[src/rtl/native_feeder.sv]
// Packs narrow operand beats into flat vectors, fires the dot-product engine and returns its result.
// Start is issued the cycle after the last beat; the result is held in HOLD until m_ready, and s_ready stays low meanwhile.
module native_feeder #(
  parameter int N            = 128,
  parameter int WEIGHT_WIDTH = 4,
  parameter int ACT_WIDTH    = 4,
  parameter int BEAT_LANES   = 16,
  parameter int TIMEOUT      = 32
) (
  input  logic                         clk,
  input  logic                         rst,
  input  logic                         s_valid,
  output logic                         s_ready,
  input  logic [BEAT_LANES*WEIGHT_WIDTH-1:0] s_weights,
  input  logic [BEAT_LANES*ACT_WIDTH-1:0]    s_acts,
  output logic                         eng_start,
  output logic [N*WEIGHT_WIDTH-1:0]    eng_weights_flat,
  output logic [N*ACT_WIDTH-1:0]       eng_acts_flat,
  input  logic                         eng_done,
  input  logic [15:0]                  eng_result,
  output logic                         m_valid,
  input  logic                         m_ready,
  output logic [15:0]                  m_result,
  output logic                         m_timeout,
  output logic [15:0]                  op_count,
  output logic                         busy
);

  localparam int NBEATS = N / BEAT_LANES;
  localparam int BW     = (NBEATS > 1) ? $clog2(NBEATS) : 1;
  localparam int CW     = $clog2(TIMEOUT + 1);
  localparam int BWW    = BEAT_LANES * WEIGHT_WIDTH;
  localparam int BAW    = BEAT_LANES * ACT_WIDTH;

  typedef enum logic [1:0] {FILL, FIRE, WAIT, HOLD} state_t;

  state_t                      state_q, state_d;
  logic [BW-1:0]               beat_q, beat_d;
  logic [CW-1:0]               wait_q, wait_d;
  logic [N*WEIGHT_WIDTH-1:0]   w_flat_q, w_flat_d;
  logic [N*ACT_WIDTH-1:0]      a_flat_q, a_flat_d;
  logic                        eng_start_q, eng_start_d;
  logic                        m_valid_q, m_valid_d;
  logic [15:0]                 m_result_q, m_result_d;
  logic                        m_timeout_q, m_timeout_d;
  logic [15:0]                 op_count_q, op_count_d;

  always_comb begin
    state_d     = state_q;
    beat_d      = beat_q;
    wait_d      = wait_q;
    w_flat_d    = w_flat_q;
    a_flat_d    = a_flat_q;
    eng_start_d = 1'b0;
    m_valid_d   = m_valid_q;
    m_result_d  = m_result_q;
    m_timeout_d = m_timeout_q;
    op_count_d  = op_count_q;
    case (state_q)
      FILL: begin
        if (s_valid) begin
          for (int b = 0; b < NBEATS; b++) begin
            if (beat_q == b[BW-1:0]) begin
              w_flat_d[b*BWW +: BWW] = s_weights;
              a_flat_d[b*BAW +: BAW] = s_acts;
            end
          end
          if (beat_q == BW'(NBEATS - 1)) begin
            beat_d      = '0;
            state_d     = FIRE;
            eng_start_d = 1'b1;
          end else begin
            beat_d = beat_q + 1'b1;
          end
        end
      end
      FIRE: begin
        state_d = WAIT;
        wait_d  = '0;
      end
      WAIT: begin
        wait_d = wait_q + 1'b1;
        // A done arriving on the limit cycle still counts as a real result.
        if (eng_done) begin
          m_result_d  = eng_result;
          m_timeout_d = 1'b0;
          m_valid_d   = 1'b1;
          state_d     = HOLD;
        end else if (wait_q == CW'(TIMEOUT - 1)) begin
          m_result_d  = '0;
          m_timeout_d = 1'b1;
          m_valid_d   = 1'b1;
          state_d     = HOLD;
        end
      end
      HOLD: begin
        if (m_ready) begin
          if (!m_timeout_q) op_count_d = op_count_q + 1'b1;
          m_valid_d   = 1'b0;
          m_timeout_d = 1'b0;
          state_d     = FILL;
        end
      end
      default: state_d = FILL;
    endcase
  end

  always_ff @(posedge clk) begin
    if (!rst) begin
      state_q     <= FILL;
      beat_q      <= '0;
      wait_q      <= '0;
      w_flat_q    <= '0;
      a_flat_q    <= '0;
      eng_start_q <= 1'b0;
      m_valid_q   <= 1'b0;
      m_result_q  <= '0;
      m_timeout_q <= 1'b0;
      op_count_q  <= '0;
    end else begin
      state_q     <= state_d;
      beat_q      <= beat_d;
      wait_q      <= wait_d;
      w_flat_q    <= w_flat_d;
      a_flat_q    <= a_flat_d;
      eng_start_q <= eng_start_d;
      m_valid_q   <= m_valid_d;
      m_result_q  <= m_result_d;
      m_timeout_q <= m_timeout_d;
      op_count_q  <= op_count_d;
    end
  end

  assign s_ready          = rst && (state_q == FILL);
  assign busy             = rst && (state_q != FILL);
  assign eng_start        = eng_start_q;
  assign eng_weights_flat = w_flat_q;
  assign eng_acts_flat    = a_flat_q;
  assign m_valid          = m_valid_q;
  assign m_result         = m_result_q;
  assign m_timeout        = m_timeout_q;
  assign op_count         = op_count_q;

endmodule

[config.mk]
export PLATFORM = sky130hd
export DESIGN_NAME = native_feeder
export DESIGN_NICKNAME = d
export VERILOG_FILES = /design/src/rtl/native_feeder.sv
export SDC_FILE = /design/constraint.sdc
export NUM_CORES = 2
export LEC_CHECK = 0
export BUFFER_PORTS_ARGS = -buffer_cell sky130_fd_sc_hd__buf_2
export CAP_MARGIN = 10
export CORE_AREA = 4 4 468 470
export DETAILED_ROUTE_END_ITERATION = 7
export DIE_AREA = 0 0 472 474
export PLACE_DENSITY_LB_ADDON = 0.2
export SETUP_SLACK_MARGIN = 0.3
export SLEW_MARGIN = 5
export SYNTH_ARGS = -nofsm -noshare
export SYNTH_HDL_FRONTEND = slang
export SYNTH_SLANG_ARGS = --single-unit
[constraint.sdc]
create_clock -name clk -period 2.6 [get_ports clk]
set_input_delay 0.52 -clock clk [delete_from_list [all_inputs] [get_ports clk]]
set_output_delay 0.52 -clock clk [all_outputs]
set_load 0.005 [all_outputs]
==> results.cfg <==
[outcome]
status = finished, final reports clean

[synthesis]
synth_area_leader_cell = dfxtp_1
synthArstFlopShare_pct = 0
synth_area_um2 = 37600
synth_area_leaders = dfxtp_1 (57%), nand2_1 (21%), a21oi_1 (14%)
syn_nets = 4957
syn_area_per_cell_um2 = 7.85
ys_types = 40
yosysTopAreaCellShare_pct = 56.9
yosys.cell_count.top_type = nand2_1
ys.flop_type = dfxtp_1
seq_area_frac_synth_pct = 56.9
syn_inst = 4796
yosysWarnings = 0
synth_edf_count = 0
synth-seq-cells = 1070
synthTopCellsByCount = nand2_1 (2,063), dfxtp_1 (1,070), a21oi_1 (1,037)

[floorplan]
die_height_um = 474
start_util_pct = 17.6
core_area_um2 = 214000
core.rowCount = 170
ioPinCount = 1210
die_w_um = 472
design.die.area_um2 = 224000

[min_path]
hold_class = in -> reg

[placed_design]
portBuffers = 1209
dp.cells = 8465
place_area_um2 = 46600
dpl.hpwl_um = 135000
place_congestion = 0.793

[worst_setup_path]
end_kind = primary output
crit_chain = inv_2, ha_4, buf_8, and2_4, buf_6
cp_data_arrival_time_ns = 1.67
crit_fanout = 3
critPathMaxStageDelay_ns = 0.34
critPathLaunchType = flop
crit_path_top_delay_cell = dfxtp_2
required_ns = 2.08
criticalPathCategory = reg -> out

[final_layout]
regArea_um2 = 21400
post-route-util_pct = 23.8
drive_gt1_share_pct = 26.1
fin_cells = 8717
multi_input_area_um2 = 14000
synthToLayoutAreaGrowth_pct = 35.6
final_area_um2 = 51000
fin_nets = 5945
fillers = 23700

[detailed_routing]
wirelength_um = 195000
drc_errors = 0
ant_nets = 0
initialDrtViolationCount = 2414
via_per_inst = 4.13
routedWlPerCell_um = 22.4
vias = 36000
dr.pass1.iters = 5

[sta]
fmax_ghz = 0.457
setup_tns_ns = 0
setup_viol = 0
rsz0062_at_grt = no
skew_ns = 0.0193
finalCritPeriodShare_pct = 84.1
whs_ns = 0.107
report.final.slew_viol_count = 0
fin_crit_ns = 2.19
hold_viol = 0
worst_pin_slew_ns = 0.712
slew_headroom_pct = 52.5

[clock_tree]
cts.sinks = 1070
htreeDepth = 4
path_clk_slew_ns = 0.06
clockBufferDepth = 3
clkLatencyLatePin_ns = 0.76
cts_buffers = 132
cts_tree = done
cts_root_buf = clkbuf_16

[global_route]
grt_usage_pct = 16.6
antenna_found_initial = 11
overflow = 0
grt_pass1_wl_um = 268000
grt_pass1_vias = 33900
grt_max_degree = 114

[power_and_ir_drop]
ir_drop_uv = 630
power_per_cell_area_nw_per_um2 = 774
leakage_nw = 20.8

[run]
maxCapViolations = 0
==> worst paths after layout <==
path	from	to	slack, ns	depth (start not counted)
max	state_q[0]	s_ready	0.41	5
min	s_acts[2]	eng_acts_flat[66]	0.11	3
max reg2reg	state_q[0]	op_count[15]	0.46	6
min reg2reg	eng_weights_flat[132]	eng_weights_flat[132]	0.45	2
==> layout by cell type, fill, tap and decap left out, types with 4 or more instances in the layout <==
cell type      count
diode_2            4
inv_16             4
a21oi_1         1037
nor2_4             6
buf_12            59
ha_1              11
xor2_1             8
or3_1              6
inv_1              5
nor2_1            21
clkinv_2          15
nand4_1           10
nand3_4            5
nand3_1            8
buf_2           1208
dlygate4sd3_1     18
clkbuf_8          28
dfxtp_1         1068
clkbuf_16        135
clkbuf_1          31
inv_6              6
buf_4             45
xnor2_1            4
a22o_1            16
nand2_1         2063
o21ai_0            8
==> state kept, by name, summed over array words and instances (netlist names) <==
signal / count
eng_acts_flat: 512
state_q: 2
eng_start: 1
wait_q: 6
op_count: 16
beat_q: 3
m_valid: 1
m_result: 16
m_timeout: 1
eng_weights_flat: 512
==> stage by stage <==
stage               power, mW  setup WS (ns)
detailed placement       21.7         0.0172
global route             41.1          0.306
CTS                      40.3          0.284
floorplan                19.4          0.644
global placement         21.7         0.0645
finish                   39.5          0.413
==> worst max-delay path, delay by kind of cell (launching register included) <==
family                     cells  cell delay (ns)
adders and majority gates      1             0.16
DFF                            1             0.34
buffers and inverters          3             0.29
and+or+nand+nor                1             0.13
==> layer usage <==
layer  global-route usage (%)  wire [um]
met3                     6.29      18300
met2                     27.5      91500
met1                     19.7      79700
met4                     5.17       5610
met5                        0         13
==> power breakdown <==
part / leakage (nW) / switching (mW) / internal, mW
logic: 10.0 / 2.84 / 1.24
registers: 8.65 / 0.295 / 17.0
clock network: 2.07 / 7.54 / 10.6
==> logic make-up after synthesis <==
kind of cell | share of synthesized area (%)
AOI/OAI and AO/OA | 14.5
xor gates and xnor gates | 0.279
muxes | 0.0798
buffers and inverters | 6.16
and+or+nand+nor | 21.7
DFF | 56.9
adders and majority gates | 0.399
==> final cells by class <==
class | count | share of cell area, %
multi-input combinational | 3238 | 27.5
clock buffer | 194 | 7.60
clock inverter | 31 | 0.628
timing repair buffer | 1333 | 15.3
tap | 2838 | 6.96
inverter | 9 | 0.0809
sequential | 1070 | 42.0
antenna | 4 | 0.0196
==> what timing repair did <==
action	4_1_cts	5_1_grt
pin swaps	2	1
resized for setup	8	4
hold buffers	18	0
endpoints found under the setup margin	130	5
endpoints found under the hold margin	21	0
setup buffers	5	0
cloned	0	0
Note: power is estimated with default switching activity, not from simulation.
